**src/rtl/pmu_wake_ctrl_if.sv**
```systemverilog
// SFR bus between the 8051 core (master) and pmu_wake_ctrl (slave).
interface pmu_wake_ctrl_if;
  logic [7:0] sfrdatai;
  logic [6:0] sfraddr;
  logic       sfrwe;
  logic [7:0] sfrdatao;

  modport master (output sfrdatai, sfraddr, sfrwe, input sfrdatao);
  modport slave  (input sfrdatai, sfraddr, sfrwe, output sfrdatao);
endinterface

```
**src/rtl/pmu_wake_ctrl.sv**
```systemverilog
// Power management unit: maskable wake sources, RUN/IDLE/STOP/WARM clock gating, reset stretcher.
// Optional WAKESTAT capture register enabled by defining PMU_WAKE_STATUS_EN.
module pmu_wake_ctrl #(
  parameter int unsigned NUM_WAKE    = 4,
  parameter int unsigned WAKE_DLY    = 16,
  parameter int unsigned RST_STRETCH = 8,
  parameter logic [6:0]  PCON_ADDR   = 7'h07,
  parameter logic [6:0]  WAKEEN_ADDR = 7'h5F
) (
  input  logic                clk,
  input  logic                rst,
  input  logic                reset,
  input  logic                scan_mode,
  input  logic                wdts,
  input  logic                intreq,
  input  logic [NUM_WAKE-1:0] wake_req,
  pmu_wake_ctrl_if.slave      sfr,
  output logic                clkcpu,
  output logic                clkper,
  output logic                rsto,
  output logic                mempsrdrst,
  output logic                stoppmu,
  output logic [1:0]          pmu_state
);

  typedef enum logic [1:0] {RUN = 2'd0, IDLE = 2'd1, STOP = 2'd2, WARM = 2'd3} state_t;

  state_t              state, state_nxt;
  logic [7:0]          settle_cnt, settle_nxt;
  logic [5:0]          pcon_hi;
  logic [NUM_WAKE-1:0] wakeen;
  logic [NUM_WAKE-1:0] wake_masked;
  logic                wake_q;
  logic                cpu_gate, per_gate;
  logic                pcon_we, wakeen_we;

  assign pcon_we     = sfr.sfrwe && (sfr.sfraddr == PCON_ADDR);
  assign wakeen_we   = sfr.sfrwe && (sfr.sfraddr == WAKEEN_ADDR);
  assign wake_masked = wake_req & wakeen;

  always_ff @(posedge clk or posedge rst) begin
    if (rst) begin
      pcon_hi <= '0;
      wakeen  <= '0;
      wake_q  <= 1'b0;
    end else begin
      if (pcon_we)   pcon_hi <= sfr.sfrdatai[7:2];
      if (wakeen_we) wakeen  <= sfr.sfrdatai[NUM_WAKE-1:0];
      wake_q <= intreq | (|wake_masked);
    end
  end

  always_ff @(posedge clk or posedge rst) begin
    if (rst) begin
      state      <= RUN;
      settle_cnt <= '0;
    end else begin
      state      <= state_nxt;
      settle_cnt <= settle_nxt;
    end
  end

  always_comb begin
    state_nxt  = state;
    settle_nxt = settle_cnt;
    unique case (state)
      RUN: begin
        if (pcon_we && !wake_q) begin
          if (sfr.sfrdatai[1])      state_nxt = STOP;
          else if (sfr.sfrdatai[0]) state_nxt = IDLE;
        end
      end
      IDLE: if (wake_q) state_nxt = RUN;
      STOP: begin
        if (wake_q) begin
          state_nxt  = WARM;
          settle_nxt = 8'(WAKE_DLY - 1);
        end
      end
      WARM: begin
        if (settle_cnt == '0) state_nxt = RUN;
        else                  settle_nxt = settle_cnt - 8'd1;
      end
    endcase
  end

  assign pmu_state = state;
  assign stoppmu   = (state == STOP) || (state == WARM);

  // Gates follow the state about to be entered and change only while clk is low.
  always_ff @(negedge clk or posedge rst) begin
    if (rst) begin
      cpu_gate <= 1'b1;
      per_gate <= 1'b1;
    end else begin
      cpu_gate <= (state_nxt == RUN);
      per_gate <= (state_nxt == RUN) || (state_nxt == IDLE);
    end
  end

  assign clkcpu = clk & (cpu_gate | scan_mode);
  assign clkper = clk & (per_gate | scan_mode);

`ifdef PMU_WAKE_STATUS_EN
  logic [7:0] wakestat;
  logic [8:0] wake_snap;

  always_comb begin
    wake_snap                 = '0;
    wake_snap[NUM_WAKE-1:0]   = wake_masked;
    wake_snap[NUM_WAKE]       = intreq;
  end

  always_ff @(posedge clk or posedge rst) begin
    if (rst) begin
      wakestat <= '0;
    end else if (wake_q && (state == IDLE || state == STOP)) begin
      wakestat <= wake_snap[7:0];
    end else if (sfr.sfrwe && (sfr.sfraddr == 7'(WAKEEN_ADDR + 7'd1))) begin
      wakestat <= '0;
    end
  end
`endif

  always_comb begin
    sfr.sfrdatao = '0;
    if (sfr.sfraddr == PCON_ADDR) begin
      sfr.sfrdatao = {pcon_hi, 2'b00};
    end else if (sfr.sfraddr == WAKEEN_ADDR) begin
      sfr.sfrdatao[NUM_WAKE-1:0] = wakeen;
`ifdef PMU_WAKE_STATUS_EN
    end else if (sfr.sfraddr == 7'(WAKEEN_ADDR + 7'd1)) begin
      sfr.sfrdatao = wakestat;
`endif
    end
  end

  // Reset generator: its flops are set by the reset pin, not by rst.
  logic [1:0] rst_sync;
  logic       wdts_ff;
  logic [7:0] stretch_cnt;
  logic       rst_cause, rst_int, rsto_q;

  always_ff @(posedge clk or posedge reset) begin
    if (reset) rst_sync <= 2'b11;
    else       rst_sync <= {rst_sync[0], 1'b0};
  end

  always_ff @(posedge clk or posedge rst) begin
    if (rst) wdts_ff <= 1'b0;
    else     wdts_ff <= wdts;
  end

  assign rst_cause = rst_sync[1] | (wdts & ~wdts_ff);

  always_ff @(posedge clk or posedge reset) begin
    if (reset)                   stretch_cnt <= 8'(RST_STRETCH);
    else if (rst_cause)          stretch_cnt <= 8'(RST_STRETCH);
    else if (stretch_cnt != '0)  stretch_cnt <= stretch_cnt - 8'd1;
  end

  assign rst_int    = rst_cause | (stretch_cnt != '0);
  assign mempsrdrst = rst_int;

  always_ff @(negedge clk or posedge reset) begin
    if (reset) rsto_q <= 1'b1;
    else       rsto_q <= rst_int;
  end

  assign rsto = scan_mode ? reset : rsto_q;

endmodule

```
**src/flat_wrapper.sv**
```systemverilog
// flat-port wrapper written by rule: the top's interface ports become plain ports
module pmu_wake_ctrl_flat 
#(
  parameter int unsigned NUM_WAKE    = 4,
  parameter int unsigned WAKE_DLY    = 16,
  parameter int unsigned RST_STRETCH = 8,
  parameter logic [6:0]  PCON_ADDR   = 7'h07,
  parameter logic [6:0]  WAKEEN_ADDR = 7'h5F
)
  (clk, rst, reset, scan_mode, wdts, intreq, wake_req, clkcpu, clkper, rsto, mempsrdrst, stoppmu, pmu_state, sfr_sfrdatai, sfr_sfraddr, sfr_sfrwe, sfr_sfrdatao);
  pmu_wake_ctrl_if sfr_i ();
  input  logic clk;
  input  logic rst;
  input  logic reset;
  input  logic scan_mode;
  input  logic wdts;
  input  logic intreq;
  input  logic [NUM_WAKE-1:0] wake_req;
  output logic clkcpu;
  output logic clkper;
  output logic rsto;
  output logic mempsrdrst;
  output logic stoppmu;
  output logic [1:0] pmu_state;
  input wire logic [$bits(sfr_i.sfrdatai)-1:0] sfr_sfrdatai;
  input wire logic [$bits(sfr_i.sfraddr)-1:0] sfr_sfraddr;
  input wire logic [$bits(sfr_i.sfrwe)-1:0] sfr_sfrwe;
  output wire logic [$bits(sfr_i.sfrdatao)-1:0] sfr_sfrdatao;
  assign sfr_i.sfrdatai = sfr_sfrdatai;
  assign sfr_i.sfraddr = sfr_sfraddr;
  assign sfr_i.sfrwe = sfr_sfrwe;
  assign sfr_sfrdatao = sfr_i.sfrdatao;
  pmu_wake_ctrl #(.NUM_WAKE(NUM_WAKE), .WAKE_DLY(WAKE_DLY), .RST_STRETCH(RST_STRETCH), .PCON_ADDR(PCON_ADDR), .WAKEEN_ADDR(WAKEEN_ADDR)) u_core (.clk(clk), .rst(rst), .reset(reset), .scan_mode(scan_mode), .wdts(wdts), .intreq(intreq), .wake_req(wake_req), .sfr(sfr_i), .clkcpu(clkcpu), .clkper(clkper), .rsto(rsto), .mempsrdrst(mempsrdrst), .stoppmu(stoppmu), .pmu_state(pmu_state));
endmodule
```
**config.mk**
```make
export PLATFORM = sky130hd
export DESIGN_NAME = pmu_wake_ctrl_flat
export DESIGN_NICKNAME = d
export VERILOG_FILES = /design/src/rtl/pmu_wake_ctrl_if.sv /design/src/rtl/pmu_wake_ctrl.sv /design/src/flat_wrapper.sv
export SDC_FILE = /design/constraint.sdc
export NUM_CORES = 1
export LEC_CHECK = 0
export ABC_AREA = 0
export CAP_MARGIN = 20
export CORE_MARGIN = 2
export CORE_UTILIZATION = 49
export DETAILED_ROUTE_END_ITERATION = 12
export HOLD_SLACK_MARGIN = 0.03
export PLACE_DENSITY = 0.83
export SLEW_MARGIN = 20
export SYNTH_ARGS = -nofsm -noshare
export SYNTH_HDL_FRONTEND = slang
export SYNTH_SLANG_ARGS = --single-unit
```
**constraint.sdc**
```tcl
create_clock -name clk -period 2 [get_ports clk]
set_input_delay 0.2 -clock clk [delete_from_list [all_inputs] [get_ports clk]]
set_output_delay 0.2 -clock clk [all_outputs]
set_load 0.02 [all_outputs]
```
==> results.toml <==
[detailed_routing]
vias = 1753
drt-wirelength-per-cell_microns = 19.0
vias_per_cell = 5.79
drc = 0
drt_wl_total_mm = 5.75
ant_nets = 0
drt_iter0_drc = 114
first_pass_iters = 4

[yosys]
ys.flop_type = "dfrtp_1"
synth_seq_cells = 35
syn_inst = 166
synth_top_area_share = 0.413
ys_seq_area_frac = 0.503
ys_warn_count = 0
ys_types = 47
yosysMostFrequentCell = "dfrtp_1"
syn_area_per_cell_sq_um = 10.6
synth_edf_count = 0
synth_area_leaders = "dfrtp_1 (41%), dfstp_2 (9.0%), mux2_2 (7.7%), nor2_1 (3.8%), ha_1 (2.9%)"
synth_fp_nets = 196
synthTopCellsByCount = "dfrtp_1 (29), nor2_1 (18), mux2_2 (12)"
post-synth-top-area-cell = "dfrtp_1"
synthArstFlopShare = 1.00
synth_area_sq_um = 1760

[sta]
hold_violations = 0
worst_slack_ns = -0.431
worst_hold_slack_ns = 0.176
grt_setup_unrepaired = "yes"
drv_slew = 0
final.setup.tns_ns = -2.05
setup_violations = 9
skew_ns = 0.0724

[worst_setup_path]
critPathSlowestCell = "dfstp_2"
cpPeakStageDelay_ns = 0.52
end_kind = "output port"
cp_data_required_time_ns = 1.80
worstPathMaxFanout = 1
cp_common_cell = "nor2_2"
arrival_ns = 2.23
r2r_cells = 6
path_class = "register to output port"
rrSetupSlack_ns = -0.30
startpoint_type = "register"
reg2reg_from = "u_core.settle_cnt[1]"
r2r-end = "u_core.per_gate"
path_cells = "nor2_2 -> nor2_2 -> buf_6"

[floorplan]
die_w_microns = 63.9
initial_core_util = 0.518
die_h_microns = 63.9
dieArea_sq_um = 4080
io_pins = 41
row_count = 21
core_area_sq_um = 3390

[clocking]
htree_levels = 2
numCtsBuffers = 5
clkTransAtPathRegs_ns = 0.11
clkLatencyLatePin_ns = 0.43
cts_tree = "built"
clk_path_buf_depth = 2
holdBufCountCts = 0
root_buffer = "clkbuf_4"

[power_and_ir_drop]
p_leak_nw = 1.27
p_per_area_nw_per_um2 = 1140
peakVddDrop_mv = 0.659

[flow_run]
drv_cap = 0

[global_route]
globalRouteOverflowTotal = 0
grt_util_all_layers = 0.305
grt_pass1_wl_mm = 9.29
grt_pass1_vias = 1990
antenna_found_initial = 0
grt_start_max_net_pins = 14

[placement]
dp_hpwl_mm = 3.49
io_buffers = 40
pre_cts_slack_ns = -0.618
gp_congestion = 0.801
placed_cells = 286

[status]
status = "finished with violations"
violations = "negative setup slack"

[cells_and_area]
diodes = 0
nFillCells = 176
regArea_sq_um = 886
fin_nets = 286
multi_input_area_sq_um = 897
layout-drive-gt1-share = 0.385
final_util = 0.793
fin_cells = 303
area_growth_pct = 53.1

[hold_path]
hold_path.class = "input port to async pin"
-- cell usage in the layout, fill, tap and decap left out, types with 3 or more instances in the layout --
cell type        instances
a21oi_1                  8
a22o_1                   3
and2_1                   6
buf_4                   40
buf_6                    7
clkbuf_4                 5
clkdlybuf4s15_1          3
clkdlybuf4s50_1         24
dfrtp_1                 27
dfstp_2                  6
dlygate4sd2_1            4
ha_1                     3
inv_1                   13
mux2_2                  12
nand2_1                  8
nand2_2                  3
nand3_1                  3
nor2_1                  13
nor2_2                   5
nor3_1                   3
nor3b_1                  3
o21ai_0                  4
xor2_1                   3
-- worst max-delay path, delay by kind of cell (launching register included) --
kind | cells | cell delay [ns]
and+or+nand+nor | 2 | 0.15
DFF | 1 | 0.52
buffers and inverters | 1 | 0.13
-- repair_timing --
item,CTS,global route
pin swaps,9,2
resized for setup,47,13
endpoints found under the setup margin,17,17
buffers inserted,4,3
-- through the flow --
stage,cell area [sq um],power (mW)
after CTS,2660,2.94
after global routing,2690,3.23
final,2690,3.07
after global placement,2530,2.31
after floorplan,1810,1.74
after detailed placement,2530,2.41
-- worst max-delay path by stage --
| stage | cells past startpoint | slack, ns | start | to |
|---|---|---|---|---|
| final | 3 | -0.43 | u_core.cpu_gate | clkcpu |
| after global placement | 5 | -0.55 | sfr_sfraddr[5] | u_core.per_gate |
| after CTS | 3 | -0.38 | u_core.cpu_gate | clkcpu |
| after global routing | 3 | -0.47 | u_core.per_gate | clkper |
| after floorplan | 4 | -0.47 | u_core.stretch_cnt[5] | u_core.rsto_q |
| after detailed placement | 5 | -0.62 | sfr_sfraddr[2] | u_core.per_gate |
-- sequential cells by signal (all words and copies together), names as in the netlist --
register	count
u_core.cpu_gate	1
u_core.pcon_hi	6
u_core.per_gate	1
u_core.pmu_state	2
u_core.rst_sync	2
u_core.rsto_q	1
u_core.settle_cnt	8
u_core.stretch_cnt	8
u_core.wake_q	1
u_core.wakeen	4
u_core.wdts_ff	1
-- cell families after synthesis --
group | Yosys count | synth area share
other cells | 1 | 0.00214
compound gates | 32 | 0.136
fa+ha+maj | 4 | 0.0285
simple gates | 61 | 0.189
buf+inv | 15 | 0.0328
flops | 35 | 0.503
xor+xnor | 4 | 0.0200
mux | 14 | 0.0884
-- power breakdown --
group	total (mW)	internal, mW	switching (mW)
Clock	0.642	0.257	0.385
Combinational	1.41	0.704	0.706
Sequential	1.02	0.898	0.120
-- metal layers --
layer,vias to the layer above,part of all wire,global-route usage
li1,775,-,-
met1,869,0.34,0.309
met2,90,0.56,0.563
met3,19,0.066,0.0827
met4,0,0.030,0.163
met5,-,0,0
-- area by class of cell --
type                       instances  share of cell area
multi-input combinational        116               0.334
sequential                        35               0.330
timing repair buffer              81               0.264
clock buffer                       9              0.0289
tap                               46              0.0214
inverter                          10              0.0140
clock inverter                     6             0.00885
No activity file was read; power rests on OpenSTA's default activity.
==> edit, RTL diff (config.mk and constraints unchanged) <==
`NUM_WAKE` is set to 4 in 2 places; all go to 8.
--- a/src/rtl/pmu_wake_ctrl.sv
+++ b/src/rtl/pmu_wake_ctrl.sv
@@ -1,7 +1,7 @@
 // Power management unit: maskable wake sources, RUN/IDLE/STOP/WARM clock gating, reset stretcher.
 // Optional WAKESTAT capture register enabled by defining PMU_WAKE_STATUS_EN.
 module pmu_wake_ctrl #(
-  parameter int unsigned NUM_WAKE    = 4,
+  parameter int unsigned NUM_WAKE    = 8,
   parameter int unsigned WAKE_DLY    = 16,
   parameter int unsigned RST_STRETCH = 8,
   parameter logic [6:0]  PCON_ADDR   = 7'h07,
--- a/src/flat_wrapper.sv
+++ b/src/flat_wrapper.sv
@@ -1,7 +1,7 @@
 // flat-port wrapper written by rule: the top's interface ports become plain ports
 module pmu_wake_ctrl_flat 
 #(
-  parameter int unsigned NUM_WAKE    = 4,
+  parameter int unsigned NUM_WAKE    = 8,
   parameter int unsigned WAKE_DLY    = 16,
   parameter int unsigned RST_STRETCH = 8,
   parameter logic [6:0]  PCON_ADDR   = 7'h07,
Interface: changed (resized wake_req); port bits go from 41 to 45. The function was not compared with the original's and may differ.
==> edit against the original RTL <==
The flow still finishes with violations (negative setup slack); final area rose by 9.7%; total power fell by 11%; setup slack improved by 0.087 ns; wire length fell by 13%; largest power group is now registers; via count rose by 0.51%; sequential share of layout area rose by 0.39 points; area after synthesis rose by 11%; sequential cell count rose by 4; worst hold slack improved by 0.064 ns.
==> edit: results <==
set metrics [dict create \
    hpwl_um 3700 \
    insertion_delay_ns 0.36 \
    synth_nets 210 \
    syn_area_per_cell_um2 11.1 \
    grt.total_usage 0.256 \
    drive_above_1_share 0.389 \
    pre_cts_ws_ns -0.640 \
    grt_pass1_wl_um 8490 \
    fin_skew_ns 0.0640 \
    finalWorstSetupSlack_ns -0.343 \
    synth_common_cells "dfrtp_1 (33), nor2_1 (20), mux2_2 (15)" \
    synth_cell_type_count 46 \
    p_clk_frac 0.332 \
    met3RoutedLength_um 183 \
    outcome "finished, violations left" \
    reg_top3 "u_core.settle_cnt x8, u_core.stretch_cnt x8, u_core.wakeen x8" \
    synthTopCellsByArea "dfrtp_1 (42%), mux2_2 (8.7%), dfstp_2 (8.1%)" \
    clock-root-buffer "clkbuf_8" \
    finalNetCount 308 \
    dpl.cell_count 305 \
    use_met3 0.0456 \
    crit_arrival_ns 2.14 \
    drt_iter0_markers 101 \
    post_cts_buffers 5 \
    failed_checks "negative setup slack" \
    setup_viol 8 \
    clk_pin_slew_ns 0.08 \
    wirelength_um 5010 \
    met2_length_um 2640 \
    grt_max_degree 20 \
    use_met1 0.304 \
    placed_area_um2 2760 \
    p_int_uw 1840 \
    gr-usage-met2 0.433 \
    ir_drop_mv 0.641 \
    cts-resized-gates 42 \
]
edit: cell count changes in the layout (fill, tap and decap cells not counted), moves of 4 or more:
cell,before,now
a22o_2,0,6
buf_4,40,45
buf_6,7,3
clkbuf_4,5,0
clkbuf_8,1,5
dfrtp_1,27,33
dlygate4sd2_1,4,15
nand2_1,8,3
nor2_1,13,17
edit: area by class of cell:
type	instances	area (um2)
fillers	262	795
inverters	10	37.5
clock buffers	8	95.1
clock inverters	7	55.1
flip-flops and latches	39	983
multi-input cells	124	977
well taps	48	60.1
repair buffers	87	741
edit: path summary, 6_finish.rpt:
| kind | cells past startpoint | slack (ns) | startpoint | to |
|---|---|---|---|---|
| min in group clk | 0 | 0.36 | u_core.rst_sync[0] | u_core.rst_sync[1] |
| worst max register to register | 6 | -0.18 | u_core.settle_cnt[1] | u_core.cpu_gate |
| worst min-delay path | 3 | 0.24 | reset | u_core.stretch_cnt[5] |
| max in group asynchronous | 2 | 0.73 | rst | u_core.cpu_gate |
| worst max-delay path | 3 | -0.34 | u_core.cpu_gate | clkcpu |
| worst min register to register | 0 | 0.36 | u_core.rst_sync[0] | u_core.rst_sync[1] |
edit: kinds of logic after synthesis:
kind of cell | share of synthesized area
simple gates | 0.173
fa+ha+maj | 0.0257
mux | 0.0866
xor+xnor | 0.0225
compound gates | 0.161
flops | 0.504
other cells | 0.00192
buf+inv | 0.0250
edit: per-stage QoR:
step | setup TNS, ns | hold WS [ns] | power (uW)
2_1_floorplan | -0.873 | 0.0496 | 1480
3_3_place_gp | -3.99 | 0.347 | 1890
3_5_place_dp | -4.10 | 0.351 | 1930
4_1_cts | -1.45 | 0.241 | 2710
5_1_grt | -1.78 | 0.273 | 2910
6_report | -1.44 | 0.240 | 2740
